### src/rtl/matmul_agen.sv
// Loop-nest address generator for the matmul datapath: one (A,B,C) address beat per MAC step.
// Optional transposed-B addressing is compiled in with MATMUL_AGEN_BT_EN.
module matmul_agen #(
  parameter int WIDTH = 8
) (
  input  logic             Clk,
  input  logic             Rst_n,
  input  logic             start,
  input  logic [WIDTH-1:0] dimM,
  input  logic [WIDTH-1:0] dimK,
  input  logic [WIDTH-1:0] dimN,
  input  logic [WIDTH-1:0] baseA,
  input  logic [WIDTH-1:0] baseB,
  input  logic [WIDTH-1:0] baseC,
`ifdef MATMUL_AGEN_BT_EN
  input  logic             b_trans,
`endif
  output logic             busy,
  output logic             done,
  output logic             out_valid,
  input  logic             out_ready,
  output logic [WIDTH-1:0] addrA,
  output logic [WIDTH-1:0] addrB,
  output logic [WIDTH-1:0] addrC,
  output logic             first,
  output logic             last
);

  typedef enum logic [1:0] {IDLE, RUN, DONE} state_t;

  localparam logic [WIDTH-1:0] ZERO = '0;
  localparam logic [WIDTH-1:0] ONE  = WIDTH'(1);

  state_t           state_q;
  logic             busy_q, done_q, valid_q, first_q, last_q;
  logic [WIDTH-1:0] m_q, k_q, n_q, baseb_q;
  logic [WIDTH-1:0] i_q, j_q, kk_q;
  logic [WIDTH-1:0] rowa_q, colb_q;
  logic [WIDTH-1:0] addra_q, addrb_q, addrc_q;
`ifdef MATMUL_AGEN_BT_EN
  logic             bt_q;
`endif

  logic             kk_last, j_last, i_last, final_beat, last_d;
  logic [WIDTH-1:0] step_k, step_col;
  logic [WIDTH-1:0] i_d, j_d, kk_d, rowa_d, colb_d, pa_d, pb_d, pc_d;

  // pB steps by one row (N) per k when row-major; by one element when transposed.
  always_comb begin
`ifdef MATMUL_AGEN_BT_EN
    step_k   = bt_q ? ONE : n_q;
    step_col = bt_q ? k_q : ONE;
`else
    step_k   = n_q;
    step_col = ONE;
`endif
  end

  always_comb begin
    kk_last    = (kk_q == k_q - ONE);
    j_last     = (j_q == n_q - ONE);
    i_last     = (i_q == m_q - ONE);
    final_beat = kk_last && j_last && i_last;
    kk_d   = kk_q + ONE;
    j_d    = j_q;
    i_d    = i_q;
    rowa_d = rowa_q;
    colb_d = colb_q;
    pa_d   = addra_q + ONE;
    pb_d   = addrb_q + step_k;
    pc_d   = addrc_q;
    if (kk_last) begin
      kk_d = ZERO;
      pc_d = addrc_q + ONE;
      if (!j_last) begin
        j_d    = j_q + ONE;
        colb_d = colb_q + step_col;
        pa_d   = rowa_q;
        pb_d   = colb_q + step_col;
      end else begin
        j_d    = ZERO;
        i_d    = i_q + ONE;
        rowa_d = rowa_q + k_q;
        pa_d   = rowa_q + k_q;
        colb_d = baseb_q;
        pb_d   = baseb_q;
      end
    end
    last_d = (kk_d == k_q - ONE);
  end

  always_ff @(posedge Clk) begin
    if (!Rst_n) begin
      state_q <= IDLE;
      busy_q  <= 1'b0;
      done_q  <= 1'b0;
      valid_q <= 1'b0;
      first_q <= 1'b0;
      last_q  <= 1'b0;
      addra_q <= ZERO;
      addrb_q <= ZERO;
      addrc_q <= ZERO;
    end else begin
      case (state_q)
        IDLE: begin
          done_q <= 1'b0;
          if (start) begin
            m_q     <= dimM;
            k_q     <= dimK;
            n_q     <= dimN;
            baseb_q <= baseB;
`ifdef MATMUL_AGEN_BT_EN
            bt_q    <= b_trans;
`endif
            i_q     <= ZERO;
            j_q     <= ZERO;
            kk_q    <= ZERO;
            rowa_q  <= baseA;
            colb_q  <= baseB;
            addra_q <= baseA;
            addrb_q <= baseB;
            addrc_q <= baseC;
            if (dimM == ZERO || dimK == ZERO || dimN == ZERO) begin
              state_q <= DONE;
              done_q  <= 1'b1;
            end else begin
              state_q <= RUN;
              busy_q  <= 1'b1;
              valid_q <= 1'b1;
              first_q <= 1'b1;
              last_q  <= (dimK == ONE);
            end
          end
        end
        RUN: begin
          if (valid_q && out_ready) begin
            if (final_beat) begin
              state_q <= DONE;
              valid_q <= 1'b0;
              busy_q  <= 1'b0;
              done_q  <= 1'b1;
              first_q <= 1'b0;
              last_q  <= 1'b0;
            end else begin
              kk_q    <= kk_d;
              j_q     <= j_d;
              i_q     <= i_d;
              rowa_q  <= rowa_d;
              colb_q  <= colb_d;
              addra_q <= pa_d;
              addrb_q <= pb_d;
              addrc_q <= pc_d;
              first_q <= (kk_d == ZERO);
              last_q  <= last_d;
            end
          end
        end
        DONE: begin
          done_q  <= 1'b0;
          state_q <= IDLE;
        end
        default: state_q <= IDLE;
      endcase
    end
  end

  assign busy      = busy_q;
  assign done      = done_q;
  assign out_valid = valid_q;
  assign first     = first_q;
  assign last      = last_q;
  assign addrA     = addra_q;
  assign addrB     = addrb_q;
  assign addrC     = addrc_q;

endmodule
### config.mk
export PLATFORM = sky130hd
export DESIGN_NAME = matmul_agen
export DESIGN_NICKNAME = d
export VERILOG_FILES = /design/src/rtl/matmul_agen.sv
export SDC_FILE = /design/constraint.sdc
export NUM_CORES = 1
export LEC_CHECK = 0
export BUFFER_PORTS_ARGS = -buffer_cell sky130_fd_sc_hd__buf_2
export CAP_MARGIN = 20
export CORE_ASPECT_RATIO = 0.9
export CORE_MARGIN = 4
export CORE_UTILIZATION = 27
export DETAILED_ROUTE_END_ITERATION = 6
export PLACE_DENSITY = 0.43
export SLEW_MARGIN = 30
export SYNTH_ARGS = -nofsm -noshare
export SYNTH_HDL_FRONTEND = slang
export SYNTH_SLANG_ARGS = --single-unit
export TNS_END_PERCENT = 20
### constraint.sdc
create_clock -name Clk -period 8.75 [get_ports Clk]
set_input_delay 1.3125 -clock Clk [delete_from_list [all_inputs] [get_ports Clk]]
set_output_delay 1.3125 -clock Clk [all_outputs]
set_load 0.005 [all_outputs]
==> flow_metrics.env <==
export IMPL_ys_types=77
export IMPL_first_global_vias=5186
export IMPL_path_max_fanout=12
export IMPL_post_cts_resized_instances=0
export IMPL_crit_end="i_q[6]"
export IMPL_die_y_um=154
export IMPL_core_area_um2=23400
export IMPL_syn_to_final_growth_pct=16.7
export IMPL_worstSetupEndpointType="flop"
export IMPL_async_flop_share_pct=0
export IMPL_worstReg2RegEnd="i_q[6]"
export IMPL_drc=0
export IMPL_maxSlewViolCount=0
export IMPL_yosysWarnings=0
export IMPL_vdd_ir_drop_max_mv=0.0916
export IMPL_clk_latency_ns=0.35
export IMPL_period_needed_ns=3.70
export IMPL_dp_final_hpwl_mm=13.5
export IMPL_fin_skew_ns=0.00502
export IMPL_cts_sinks=102
export IMPL_seq_area_frac_synth_pct=43.0
export IMPL_rsz0062_at_grt="false"
export IMPL_final_hold_viol_count=0
export IMPL_cts_setup_buffers=0
export IMPL_path_class="reg -> reg"
export IMPL_diodes=0
export IMPL_io_buffers=80
export IMPL_rr_worst_depth=8
export IMPL_antenna_left=0
export IMPL_grt_overflow=0
export IMPL_tightestPinTransition_ns=0.759
export IMPL_setup_total_negative_slack_ns=0
export IMPL_synth_seq_cells=102
export IMPL_cp_data_required_time_ns=8.73
export IMPL_synth_largest_area_cell="edfxtp_1"
export IMPL_cts_inserted_buffers=9
export IMPL_h_tree_depth=3
export IMPL_crit_start="n_q[0]"
export IMPL_synthCells=653
export IMPL_wire_per_inst_um=17.6
export IMPL_drt_pass1_iterations=6
export IMPL_cts_hold_buf=0
export IMPL_routed_wl_mm=18.1
export IMPL_clockBufferDepth=2
export IMPL_cts_tree="built"
export IMPL_synth_net_count=733
export IMPL_start_util_pct=27.5
export IMPL_layout_drive_gt1_share_pct=18.0
export IMPL_cp_arrival_ns=3.68
export IMPL_setup_violations=0
export IMPL_leakagePower_nw=2.85
export IMPL_slew_headroom_pct=49.4
export IMPL_synth_top_area_share_pct=33.6
export IMPL_worstSetupStartpointType="flop"
export IMPL_vias_per_cell=5.00
export IMPL_grt_pass1_wl_mm=29.1
export IMPL_reg2reg_from="n_q[0]"
export IMPL_synthFlopType="edfxtp_1"
export IMPL_fmax_ghz=0.271
export IMPL_antenna_found_initial=0
export IMPL_grt_max_degree=61
export IMPL_fp_dieArea_um2=26300
export IMPL_row_count=53
export IMPL_nets=802
export IMPL_fp_dieW_um=171
export IMPL_gp_congestion=0.828
export IMPL_reg2reg_slack_ns=5.05
export IMPL_ys_top_cells_by_area="edfxtp_1 34%, dfxtp_1 9.3%, ha_1 5.1%"
export IMPL_finalCritPeriodShare_pct=42.2
export IMPL_num_vias=5146
export IMPL_maxCapViolations=0
export IMPL_synth_common_cells="72 x edfxtp_1, 53 x nor2_1, 51 x nand2_1"
export IMPL_placed_area_um2=7150
export IMPL_powerDensity_nw_per_um2=284
export IMPL_syn_area_um2=6430
export IMPL_synth_edf_count=72
export IMPL_root_buffer="clkbuf_16"
export IMPL_status="finished clean"
export IMPL_track_usage_pct=13.9
export IMPL_final_area_um2=7500
export IMPL_yosysMostFrequentCell="edfxtp_1"
export IMPL_drt_iter0_drc=321
export IMPL_clk_pin_slew_ns=0.07
export IMPL_avgSynthCellArea_um2=9.84
export IMPL_hp_class="reg -> reg"
export IMPL_pin_count=81
==> kinds of logic (layout without fill, tap and decap cells) <==
group,after synthesis,after routing,synth area share (%)
AOI/OAI and AO/OA,147,147,15.4
xor gates and xnor gates,67,67,9.34
adders and majority gates,28,28,5.68
buffers and inverters,53,127,3.62
DFF,102,102,43.0
muxes,26,26,4.20
and+or+nand+nor,230,230,18.8
==> final cells by class <==
class                   instances  area [um2]
well taps                     302         378
clock inverters                 6         108
inverters                      25        93.8
clock buffers                  10         229
fillers                      2450       15900
multi-input cells             498        3450
flip-flops and latches        102        2760
repair buffers                 86         473
==> cell usage in the layout, fill, tap and decap left out, types with 6 or more instances in the layout <==
cell and n:
nor2b_1 16, nand2b_1 10, nor4_1 9, ha_1 25, o22ai_1 8, nor2_1 52
buf_2 80, xor2_1 36, nor3_1 14, dfxtp_1 30, o21ai_0 29, inv_1 22
a21oi_1 40, clkbuf_16 9, o211ai_1 10, mux2_2 8, nand3_1 29, mux2i_1 18
xnor2_1 30, nand2_1 51, a31oi_1 7, o21ai_1 6, edfxtp_1 72, and3_1 13
==> metrics by stage <==
step                      hold slack, ns  worst slack [ns]  std cells  power [mW]  util [%]
after global placement             0.497              4.76       1011        1.67      30.4
after global routing               0.542              4.74       1029        2.29      32.0
after detailed placement           0.506              4.69       1012        1.68      30.5
after CTS                          0.526              4.68       1028        2.16      32.0
final                              0.519              5.05       1029        2.13      32.0
after floorplan                    0.469              5.13        653        1.39         -
==> worst min-delay path by stage <==
stage,from,to,slack [ns],depth (start not counted)
after floorplan,state_q[0],state_q[0],0.47,2
after detailed placement,addrC[7],addrC[7],0.51,2
after CTS,addrC[7],addrC[7],0.53,2
after global placement,state_q[0],state_q[0],0.50,2
after global routing,addrB[4],addrB[4],0.54,2
final,addrB[4],addrB[4],0.52,2
==> worst max-delay path, stage by stage (launching register included) <==
cell	delay, ns
edfxtp_1	0.48
nor3_1	0.33
a221oi_1	0.14
a311o_1	0.37
o211ai_4	0.52
or4_4	0.27
a21oi_2	0.07
or3_1	0.48
a21oi_1	0.65
==> report_power, final <==
group,internal (mW),total [mW],switching (mW),leakage (nW)
Sequential,0.678,0.828,0.150,0.917
Combinational,0.351,0.838,0.487,1.77
Clock,0.280,0.463,0.183,0.164
==> metal layers <==
layer / global-route usage (%) / part of all wire [%]
met1: 19.8 / 49
met4: 3.61 / 0.88
met3: 3.14 / 5.7
met5: 0 / 0
met2: 21.2 / 44
Power figures use the tool's default switching activity.
